<file path="config.mk">
export PLATFORM = sky130hd
export DESIGN_NAME = xnor_match_scanner
export DESIGN_NICKNAME = d
export VERILOG_FILES = /design/src/rtl/xnor_match_scanner.sv
export SDC_FILE = /design/constraint.sdc
export NUM_CORES = 1
export LEC_CHECK = 0
export ABC_AREA = 1
export BUFFER_PORTS_ARGS = -buffer_cell sky130_fd_sc_hd__buf_2
export CAP_MARGIN = 15
export CORE_MARGIN = 2
export CORE_UTILIZATION = 53
export DETAILED_ROUTE_END_ITERATION = 6
export PLACE_DENSITY = 0.79
export SLEW_MARGIN = 15
export SYNTH_ARGS = -nofsm -noshare
export SYNTH_HDL_FRONTEND = slang
export SYNTH_SLANG_ARGS = --single-unit
</file>
<file path="constraint.sdc">
create_clock -name clk -period 3.9 [get_ports clk]
set_clock_uncertainty 0.1 [all_clocks]
set_input_delay 0.195 -clock clk [delete_from_list [all_inputs] [get_ports clk]]
set_output_delay 0.195 -clock clk [all_outputs]
set_load 0.05 [all_outputs]
</file>
<file path="src/rtl/xnor_match_scanner.sv">
// Sequential scanner over the XNOR equality map of two operands.
// It reports the match count, the lowest mismatching bit index and a full-equality flag.
module xnor_match_scanner #(
    parameter int WIDTH = 32,
    parameter int SLICE = 4,
    parameter int CW    = 6,
    parameter int IW    = 5
) (
    input  logic             clk,
    input  logic             rst_n,
    input  logic             in_valid,
    output logic             in_ready,
    input  logic [WIDTH-1:0] A,
    input  logic [WIDTH-1:0] B,
    output logic             out_valid,
    input  logic             out_ready,
    output logic [CW-1:0]    match_count,
    output logic [IW-1:0]    first_mismatch,
    output logic             equal
);

    typedef enum logic [1:0] {IDLE, SCAN, DONE} state_t;

    state_t           state_reg, state_next;
    logic [WIDTH-1:0] map_reg, map_next;
    logic [IW-1:0]    idx_reg, idx_next;
    logic [IW-1:0]    fmis_reg, fmis_next;
    logic [CW-1:0]    cnt_reg, cnt_next;
    logic             found_reg, found_next;
    logic             in_ready_reg, in_ready_next;
    logic             out_valid_reg, out_valid_next;
    logic [CW-1:0]    match_count_reg, match_count_next;
    logic [IW-1:0]    first_mismatch_reg, first_mismatch_next;
    logic             equal_reg, equal_next;

    logic [SLICE-1:0] slice;
    logic [CW-1:0]    slice_pop;
    logic [IW-1:0]    slice_zpos;
    logic             slice_has_zero;
    logic [CW-1:0]    cnt_sum;
    logic             scan_last;

    assign slice          = map_reg[idx_reg +: SLICE];
    assign slice_has_zero = ~&slice;
    assign cnt_sum        = cnt_reg + slice_pop;
    assign scan_last      = (idx_reg == IW'(WIDTH - SLICE));

    // Popcount of the slice and the position of its lowest zero.
    // The downward walk lets the lowest zero overwrite any higher one.
    always_comb begin
        slice_pop  = '0;
        slice_zpos = '0;
        for (int i = 0; i < SLICE; i++) begin
            slice_pop = slice_pop + CW'(slice[i]);
        end
        for (int i = SLICE - 1; i >= 0; i--) begin
            if (!slice[i]) begin
                slice_zpos = IW'(i);
            end
        end
    end

    always_comb begin
        state_next          = state_reg;
        map_next            = map_reg;
        idx_next            = idx_reg;
        fmis_next           = fmis_reg;
        cnt_next            = cnt_reg;
        found_next          = found_reg;
        in_ready_next       = in_ready_reg;
        out_valid_next      = out_valid_reg;
        match_count_next    = match_count_reg;
        first_mismatch_next = first_mismatch_reg;
        equal_next          = equal_reg;

        case (state_reg)
            IDLE: begin
                if (in_valid) begin
                    map_next      = ~(A ^ B);
                    idx_next      = '0;
                    cnt_next      = '0;
                    fmis_next     = '0;
                    found_next    = 1'b0;
                    in_ready_next = 1'b0;
                    state_next    = SCAN;
                end
            end
            SCAN: begin
                cnt_next = cnt_sum;
                if (!found_reg && slice_has_zero) begin
                    fmis_next  = idx_reg + slice_zpos;
                    found_next = 1'b1;
                end
                idx_next = idx_reg + IW'(SLICE);
                if (scan_last) begin
                    // fmis_next stays 0 when no slice ever held a mismatch.
                    match_count_next    = cnt_sum;
                    first_mismatch_next = fmis_next;
                    equal_next          = (cnt_sum == CW'(WIDTH));
                    out_valid_next      = 1'b1;
                    state_next          = DONE;
                end
            end
            DONE: begin
                if (out_ready) begin
                    out_valid_next = 1'b0;
                    in_ready_next  = 1'b1;
                    state_next     = IDLE;
                end
            end
            default: begin
                state_next     = IDLE;
                in_ready_next  = 1'b1;
                out_valid_next = 1'b0;
            end
        endcase
    end

    always_ff @(posedge clk or negedge rst_n) begin
        if (!rst_n) begin
            state_reg          <= IDLE;
            map_reg            <= '0;
            idx_reg            <= '0;
            fmis_reg           <= '0;
            cnt_reg            <= '0;
            found_reg          <= 1'b0;
            in_ready_reg       <= 1'b1;
            out_valid_reg      <= 1'b0;
            match_count_reg    <= '0;
            first_mismatch_reg <= '0;
            equal_reg          <= 1'b0;
        end else begin
            state_reg          <= state_next;
            map_reg            <= map_next;
            idx_reg            <= idx_next;
            fmis_reg           <= fmis_next;
            cnt_reg            <= cnt_next;
            found_reg          <= found_next;
            in_ready_reg       <= in_ready_next;
            out_valid_reg      <= out_valid_next;
            match_count_reg    <= match_count_next;
            first_mismatch_reg <= first_mismatch_next;
            equal_reg          <= equal_next;
        end
    end

    assign in_ready       = in_ready_reg;
    assign out_valid      = out_valid_reg;
    assign match_count    = match_count_reg;
    assign first_mismatch = first_mismatch_reg;
    assign equal          = equal_reg;

endmodule

</file>
==> reports/results.txt, run 1 <==
Detailed-placement wirelength estimate: 4.79 mm. The routed layout has 2,734 vias. The clock transition at the register clock pins on the worst setup and hold paths after CTS was 0.07 ns. In the routed design, unresolved DRC markers number 0. The tools report the summed instance area of the synthesized netlist as 3310 um^2. Cell with the most instances on the worst path: o21ai_0.

The maximum fanout count along the critical path works out to 21. Of the total power, combinational logic draws 54.5%. The number of warning messages in the yosys log is 0. The fmax was 290 MHz; the wire length of the first global-routing pass was 11.6 mm. The internal portion of total power is 2.05 mW, and the count of H-tree levels built during CTS is 3. In this run the clock root is driven by a clkbuf_8. TritonCTS built the clock tree.

The final hold violation count was 0. The path class of the lowest-slack min-delay path is in2reg. The kind of cell with the highest combined delay along the critical path is adder cells. The later pin in the worst-skew pair is clocked with a latency of 0.34 ns. The number of buffers inserted by port buffering came out at 81. The highest cell delay on the worst timing path came out at 0.47 ns. Synthesized net count: 478. Counting instances in the post-synthesis netlist gives the leading cell types as nand2_1, dfrtp_1, o21ai_0. For this design the ratio of total power to cell area is 949 nW/um^2.

At the worst endpoint, the arrival time is 3.56 ns. The synthesized design devotes to its leading area cell type 46.9% of total area. The die area came out at 6890 um^2.

The logs give 26 for the distinct cell type count of the synthesized netlist and 20.4% for the global-route total usage across every layer. In the finished design, the share of the clock period the worst path needs comes to 88.4%. The routed via count divided by cell count is 4.86, and the pin count of the biggest net entering global routing is 67. The worst path needs 3.45 ns of the cycle, external delays included. The filler cells instantiated in the layout total 511.

The transition time at the pin with the least slew margin was 0.704 ns. The endpoint kind of the worst setup timing path was a flip-flop. Row generation in the floorplan step produced 28 rows. The total inserted antenna cells is 0. The logs give 0 for the remaining number of nets flagged by the antenna check after routing and 152 for the violation count after the first detailed-route iteration. The number of storage elements in the synthesis netlist came out at 63. The tool flagged a number of max-cap violations equal to 0. The initial utilization of the core area, before any placement, comes to 55.2%. Among all stages on the critical path, the largest delay is contributed by fa_1. The total net switching power is 1.74 mW, and the share of final-layout standard cells stronger than drive strength 1 is 22.5%.

The run gives 2,709 as the number of global-route vias before repair. The run gives 0.000614 V as the maximum vdd ir drop. Timing analysis after detailed placement gives a worst setup slack of 0.457 ns.

The async set-or-reset flop fraction in the synthesized netlist works out to 100%. Leakage power total: 2.20 nW. The first detailed-routing pass ran for 4 iterations. The area growth from synthesis to layout is 20.9%. The flip-flop count of the largest register, all copies and words added is 32. Once the clock tree was built, the setup fixing pass inserted 0 buffers. In the post-synthesis netlist, the biggest area contributors are dfrtp_1, nand2_1, xor2_1.

The most common cell in the synthesized netlist is nand2_1. The logs give 399 for the cell count after synthesis and 0.451 ns for the minimum setup slack in the final design. The initial antenna violation count was 0; the clock share of power was 15.4%.

The number of buffers and inverters on the critical path is 3. The synthesized design spends more area on one cell type than any other, namely dfrtp_1. For the final sum of negative setup slack, the log shows 0 ns. The overall power consumption came out at 3.79 mW. Setup repair after global routing left no endpoint under its margin.

The routed design has 6.53 mm of wire. The tools report the element type at the critical path start as a flip-flop. Counting flops with a built-in enable in the synthesized netlist gives 0. The flow ran to the end, and the final reports show no timing, DRC or antenna violations.

The critical path in this run is classified as reg2reg. The height of the chip came out at 83.0 um. The die is 83.0 um wide. STA puts the critical path data required time at 4.01 ns. The number of pins exceeding their max-slew limit in the final report is 0, and the switching fraction of total power is 45.9%. After the last flow step, the layout net total stands at 562.

CTS saw 63 sinks. Number of buffers added by the clock tree synthesis step: 9. Registers are responsible for 30.1% of the overall power.

The core region is 5990 um^2. For the normalized max-slew margin, the log shows 53.1%. The most used flip-flop cell after synthesis is dfrtp_1.

The average wire length per cell after detail routing works out to 11.6 um. Traced cell by cell, the critical path runs through buf_4, nor2_1, nor2_1, o21ai_0, nand3_1, and2_4, fa_1, ha_1, ha_1, inv_1, fa_1, o21ai_0, xor2_1, inv_1, nand3_1, o21ai_0. In this run the count of I/O pins placed on the die edge is 82. Average footprint of a synthesized cell: 8.29 um^2. The tools report the global route total overflow as 0. The tools report the routability congestion estimate as 0.864. For the sequential share of the synthesized area, the log shows 47.7%. In this run the deepest clock path goes through 2 buffers. Final-report setup violation count: 0.
==> cell usage in the layout (no fill, tap or decap), types with 9 or more instances in the layout <==
cell / netlist / final
ha_1: 9 / 9
nand2_1: 116 / 115
dfrtp_1: 62 / 62
buf_2: 2 / 81
inv_1: 42 / 42
xor2_1: 35 / 35
nor2_1: 16 / 16
nand3_1: 31 / 31
o21ai_0: 54 / 54
clkbuf_8: 0 / 12
==> worst reg2reg max path, cell delays in order, from the launching register on <==
cell	delay, ns
dfrtp_1	0.41
buf_4	0.22
nor2_1	0.13
nor2_1	0.04
o21ai_0	0.08
nand3_1	0.09
and2_4	0.18
fa_1	0.47
ha_1	0.21
ha_1	0.30
inv_1	0.06
fa_1	0.42
o21ai_0	0.23
xor2_1	0.16
inv_1	0.07
nand3_1	0.06
o21ai_0	0.09
==> worst paths after layout <==
check / start / to / slack (ns) / cells past startpoint
min in group asynchronous: rst_n / match_count[0]$_DFFE_PN0P_ / 0.33 / 2
setup / recovery: idx_reg[2]$_DFFE_PN0P_ / equal$_DFFE_PN0P_ / 0.45 / 16
max in group asynchronous: rst_n / in_ready$_DFFE_PN1P_ / 2.45 / 3
hold reg to reg: first_mismatch[4]$_DFFE_PN0P_ / first_mismatch[4]$_DFFE_PN0P_ / 0.37 / 2
setup reg to reg: idx_reg[2]$_DFFE_PN0P_ / equal$_DFFE_PN0P_ / 0.45 / 16
hold / removal: A[31] / map_reg[31]$_DFFE_PN0P_ / 0.05 / 3
==> routing by layer <==
layer / vias up / GRT usage [%] / routed length (um)
met4: 0 / 5.66 / 40
met3: 6 / 5.47 / 270
li1: 1427 / - / -
met5: - / 0 / 0
met1: 1237 / 26.1 / 3040
met2: 64 / 34.3 / 3180
==> power groups by stage <==
stage                     sequential (mW)  clock, mW  combinational, mW
after detailed placement             1.15          0               2.08
after CTS                            1.14      0.594               2.10
after global routing                 1.18      0.628               2.39
after global placement               1.14          0               1.98
after floorplan                      1.32          0               1.41
final                                1.14      0.583               2.07
==> metrics by stage <==
step                hold WS (ns)  utilization [%]  instance area, um^2  std cells
CTS                       0.0414             66.8                 4000        563
finish                    0.0494             66.8                 4000        563
detailed placement         0.177             62.9                 3770        545
global placement           0.170             62.9                 3770        545
floorplan                 -0.201                -                 3310        399
global route              0.0482             66.8                 4000        563
==> timing repair <==
action                                 4_1_cts  5_1_grt
gates resized for setup                      0        0
endpoints found under the hold margin       31        0
hold buffers                                 2        0
==> layout make-up <==
type,instances,area [um^2],share of cell area (%)
clock buffers,13,169,4.22
flip-flops and latches,63,1580,39.5
well taps,75,93.8,2.35
inverters,44,165,4.13
repair buffers,88,463,11.6
multi-input cells,277,1490,37.3
clock inverters,3,40.0,1.00
==> logic make-up after synthesis <==
| family | Yosys count | share of synthesized area (%) |
|---|---|---|
| AOI/OAI and AO/OA | 62 | 9.72 |
| and+or+nand+nor | 169 | 21.4 |
| adders and majority gates | 11 | 4.61 |
| DFF | 63 | 47.7 |
| buffers and inverters | 59 | 7.34 |
| xor gates and xnor gates | 35 | 9.27 |
(Power assumes the default switching activity.)
==> run 2: changes to the inputs <==
--- a/config.mk
+++ b/config.mk
@@ -10,8 +10,10 @@
 export CAP_MARGIN = 15
 export CORE_MARGIN = 2
 export CORE_UTILIZATION = 53
+export CTS_CLUSTER_SIZE = 28
 export DETAILED_ROUTE_END_ITERATION = 6
 export PLACE_DENSITY = 0.79
+export REMOVE_ABC_BUFFERS = 1
 export SLEW_MARGIN = 15
 export SYNTH_ARGS = -nofsm -noshare
 export SYNTH_HDL_FRONTEND = slang
==> reports/results.txt, run 2 (same netlist as run 1, synthesis figures left out) <==
The clock network is responsible for 14.2% of the overall power. For the pin with the worst max-slew slack, the measured transition is 0.758 ns. Flip-flop count of the largest register, all copies and words added: 32. After detailed routing, the number of vias per cell comes to 4.99. For the final sum of negative setup slack, the log shows 0 ns. The tools report the number of iterations in the first detailed-routing pass as 4. For the share of power burned in combinational logic, the log shows 55.3%. After floorplanning, the core was divided into 28 placement rows. Setup repair after global routing left no endpoint under its margin.

The path class of the lowest-slack min-delay path was in2reg. The core region is 5990 um^2. Clock-pin slew was measured on the worst setup and hold paths at 0.07 ns. Number of buffers inserted by port buffering: 81. The part of the cycle the worst path needs came out at 89.0%. The number of max-cap violations was 0; the highest cell delay on the worst timing path was 0.49 ns. Setup violations remaining at the end of the flow were counted as 0. Counting along the longest clock path gives a buffer depth of 2. Measured against its own limit, the worst slew margin works out to 49.5%.

The library cell used most frequently in the layout, excluding fill and tap cells, is nand2_1. Across the VDD grid, the largest voltage drop is 0.000613 V. Global routing used 4.77% of the available met3 tracks. X dimension of the die: 83.0 um. The met2 usage in global routing was 35.2%. The library cells used most frequently in the layout, excluding fill and tap cells, are nand2_1, buf_2, dfrtp_1, o21ai_0, inv_1.

TritonCTS built the clock tree. The layer with the highest usage after global routing is met2. The routability congestion estimate is 0.878. Net switching is 46.4% of the power.

The run gives 67 as the pin count of the biggest net entering global routing. The slowest stage of the critical path is the fa_1 cell. Endpoint kind of the worst setup timing path: a flip-flop.

The wire length of the first global-routing pass is 11.8 mm, and the total net switching power is 1.75 mW. 0 antenna diodes ended up in the layout. STA classifies the critical path startpoint as a flip-flop. The number of pins exceeding their max-slew limit in the final report was 0. Traced cell by cell, the critical path runs through inv_2, nand2_1, nand3_1, nand2_1, o21a_1, fa_1, ha_1, ha_1, inv_1, fa_1, xor2_1, and3_1, nand3_1, o21ai_0. In this run, flip-flops and latches consume 30.4% of the power. Cells with a size suffix above 1 make up 22.8% of the layout. The area growth from synthesis to layout is 20.4%. Data on the critical path is required at its endpoint by 4.05 ns. The layout has 493 filler cells.

The design draws 3.77 mW. Counting I/O delays and the setup requirement, the final critical path takes 3.47 ns. In this run, the number of DRC markers left after iteration 0 of detailed routing was 159.

The final hold violation count is 0, and the number of stages on the worst hold path is 3. The clock drives 63 sinks. The flow ran to the end, and the final reports show no timing, DRC or antenna violations. The cell sitting at the root of the clock tree is a clkbuf_8. The logs give 2,831 for the number of global-route vias before repair and 0 for the remaining routing DRC violations. The critical path is of the reg2reg type. The count of H-tree levels built during CTS is 3, and the count of vias placed by the detailed router is 2,806. 82 I/O pins were placed. The routed design has 6.25 mm of wire. Counting cells, the worst reg-to-reg path comes to 14. Global routing consumed, over all layers together, 20.7% of the routing resources.

The initial antenna violation count is 0, and the remaining number of nets flagged by the antenna check after routing is 0. In this run the power density over the cells is 946 nW/um^2. For the final net count, the log shows 563.

The HPWL after detailed placement is 4.68 mm. The height of the chip is 83.0 um, and the clock latency on the worst-skew pair is 0.34 ns. The number of buffers added by the clock tree synthesis step was 9.

The average wire length per cell after detail routing is 11.1 um. The run gives 25.3% as the met1 capacity usage during global routing. The die covers 6890 um^2. In this run the static leakage power is 2.19 nW.

Data arrives at the worst endpoint at 3.62 ns. For this run, the top clock speed supported by timing is 288 MHz. The logs give 0 for the buffers inserted during post-CTS setup optimization and 55.2% for the starting density of the core. The total overflow left after global routing is 0. The maximum fanout count along the critical path is 15, and the internal portion of total power is 2.02 mW.
[run 2: final cells by class]
| class | count | area, um^2 | share of cell area [%] |
|---|---|---|---|
| multi-input cells | 277 | 1490 | 37.4 |
| flip-flops and latches | 63 | 1580 | 39.6 |
| well taps | 75 | 93.8 | 2.36 |
| repair buffers | 89 | 470 | 11.8 |
| clock inverters | 4 | 47.5 | 1.19 |
| inverters | 44 | 165 | 4.15 |
| clock buffers | 10 | 138 | 3.45 |
[run 2: worst max-delay path: cells and delay by family, from the launching register on]
kind                       cells  cell delay, ns
AOI/OAI and AO/OA              2            0.42
xor gates and xnor gates       1            0.22
adders and majority gates      4            1.43
buffers and inverters          2            0.27
DFF                            1            0.48
and+or+nand+nor                5            0.47
[run 2: worst paths after layout]
check / slack [ns] / to / start
hold / removal: 0.05 / map_reg[10]$_DFFE_PN0P_ / A[10]
setup / recovery: 0.43 / equal$_DFFE_PN0P_ / idx_reg[2]$_DFFE_PN0P_
max in group asynchronous: 2.70 / idx_reg[2]$_DFFE_PN0P_ / rst_n
min in group asynchronous: 0.45 / state_reg[0]$_DFFE_PN0P_ / rst_n
setup reg to reg: 0.43 / equal$_DFFE_PN0P_ / idx_reg[2]$_DFFE_PN0P_
hold reg to reg: 0.36 / in_ready$_DFFE_PN1P_ / in_ready$_DFFE_PN1P_
[run 2: metrics by stage]
step                cells  utilization [%]  hold slack (ns)  instance area (um^2)  setup WS, ns
floorplan             384                -           -0.201                  3230         0.446
global placement      546             63.1            0.301                  3780         0.499
detailed placement    546             63.1            0.308                  3780         0.346
CTS                   562             66.5           0.0450                  3980         0.346
global route          562             66.5           0.0497                  3980         0.146
finish                562             66.5           0.0481                  3980         0.428
[run 2: repair_timing]
action,CTS,global route
hold endpoints to repair,63,0
hold buffers,2,0
resized for setup,0,1
endpoints found under the setup margin,0,1
[run 2: power by group through the flow]
stage               combinational (mW)  clock [mW]  sequential (mW)
floorplan                         1.32           0             1.35
global placement                  1.97           0             1.15
detailed placement                2.07           0             1.16
CTS                               2.08       0.546             1.15
global route                      2.42       0.576             1.19
finish                            2.09       0.537             1.15
[run 2: layer usage]
layer | vias to the layer above | part of all wire, %
met2 | 95 | 48
met1 | 1272 | 44
met4 | 0 | 1.6
li1 | 1425 | -
met3 | 14 | 6.6
met5 | - | 0
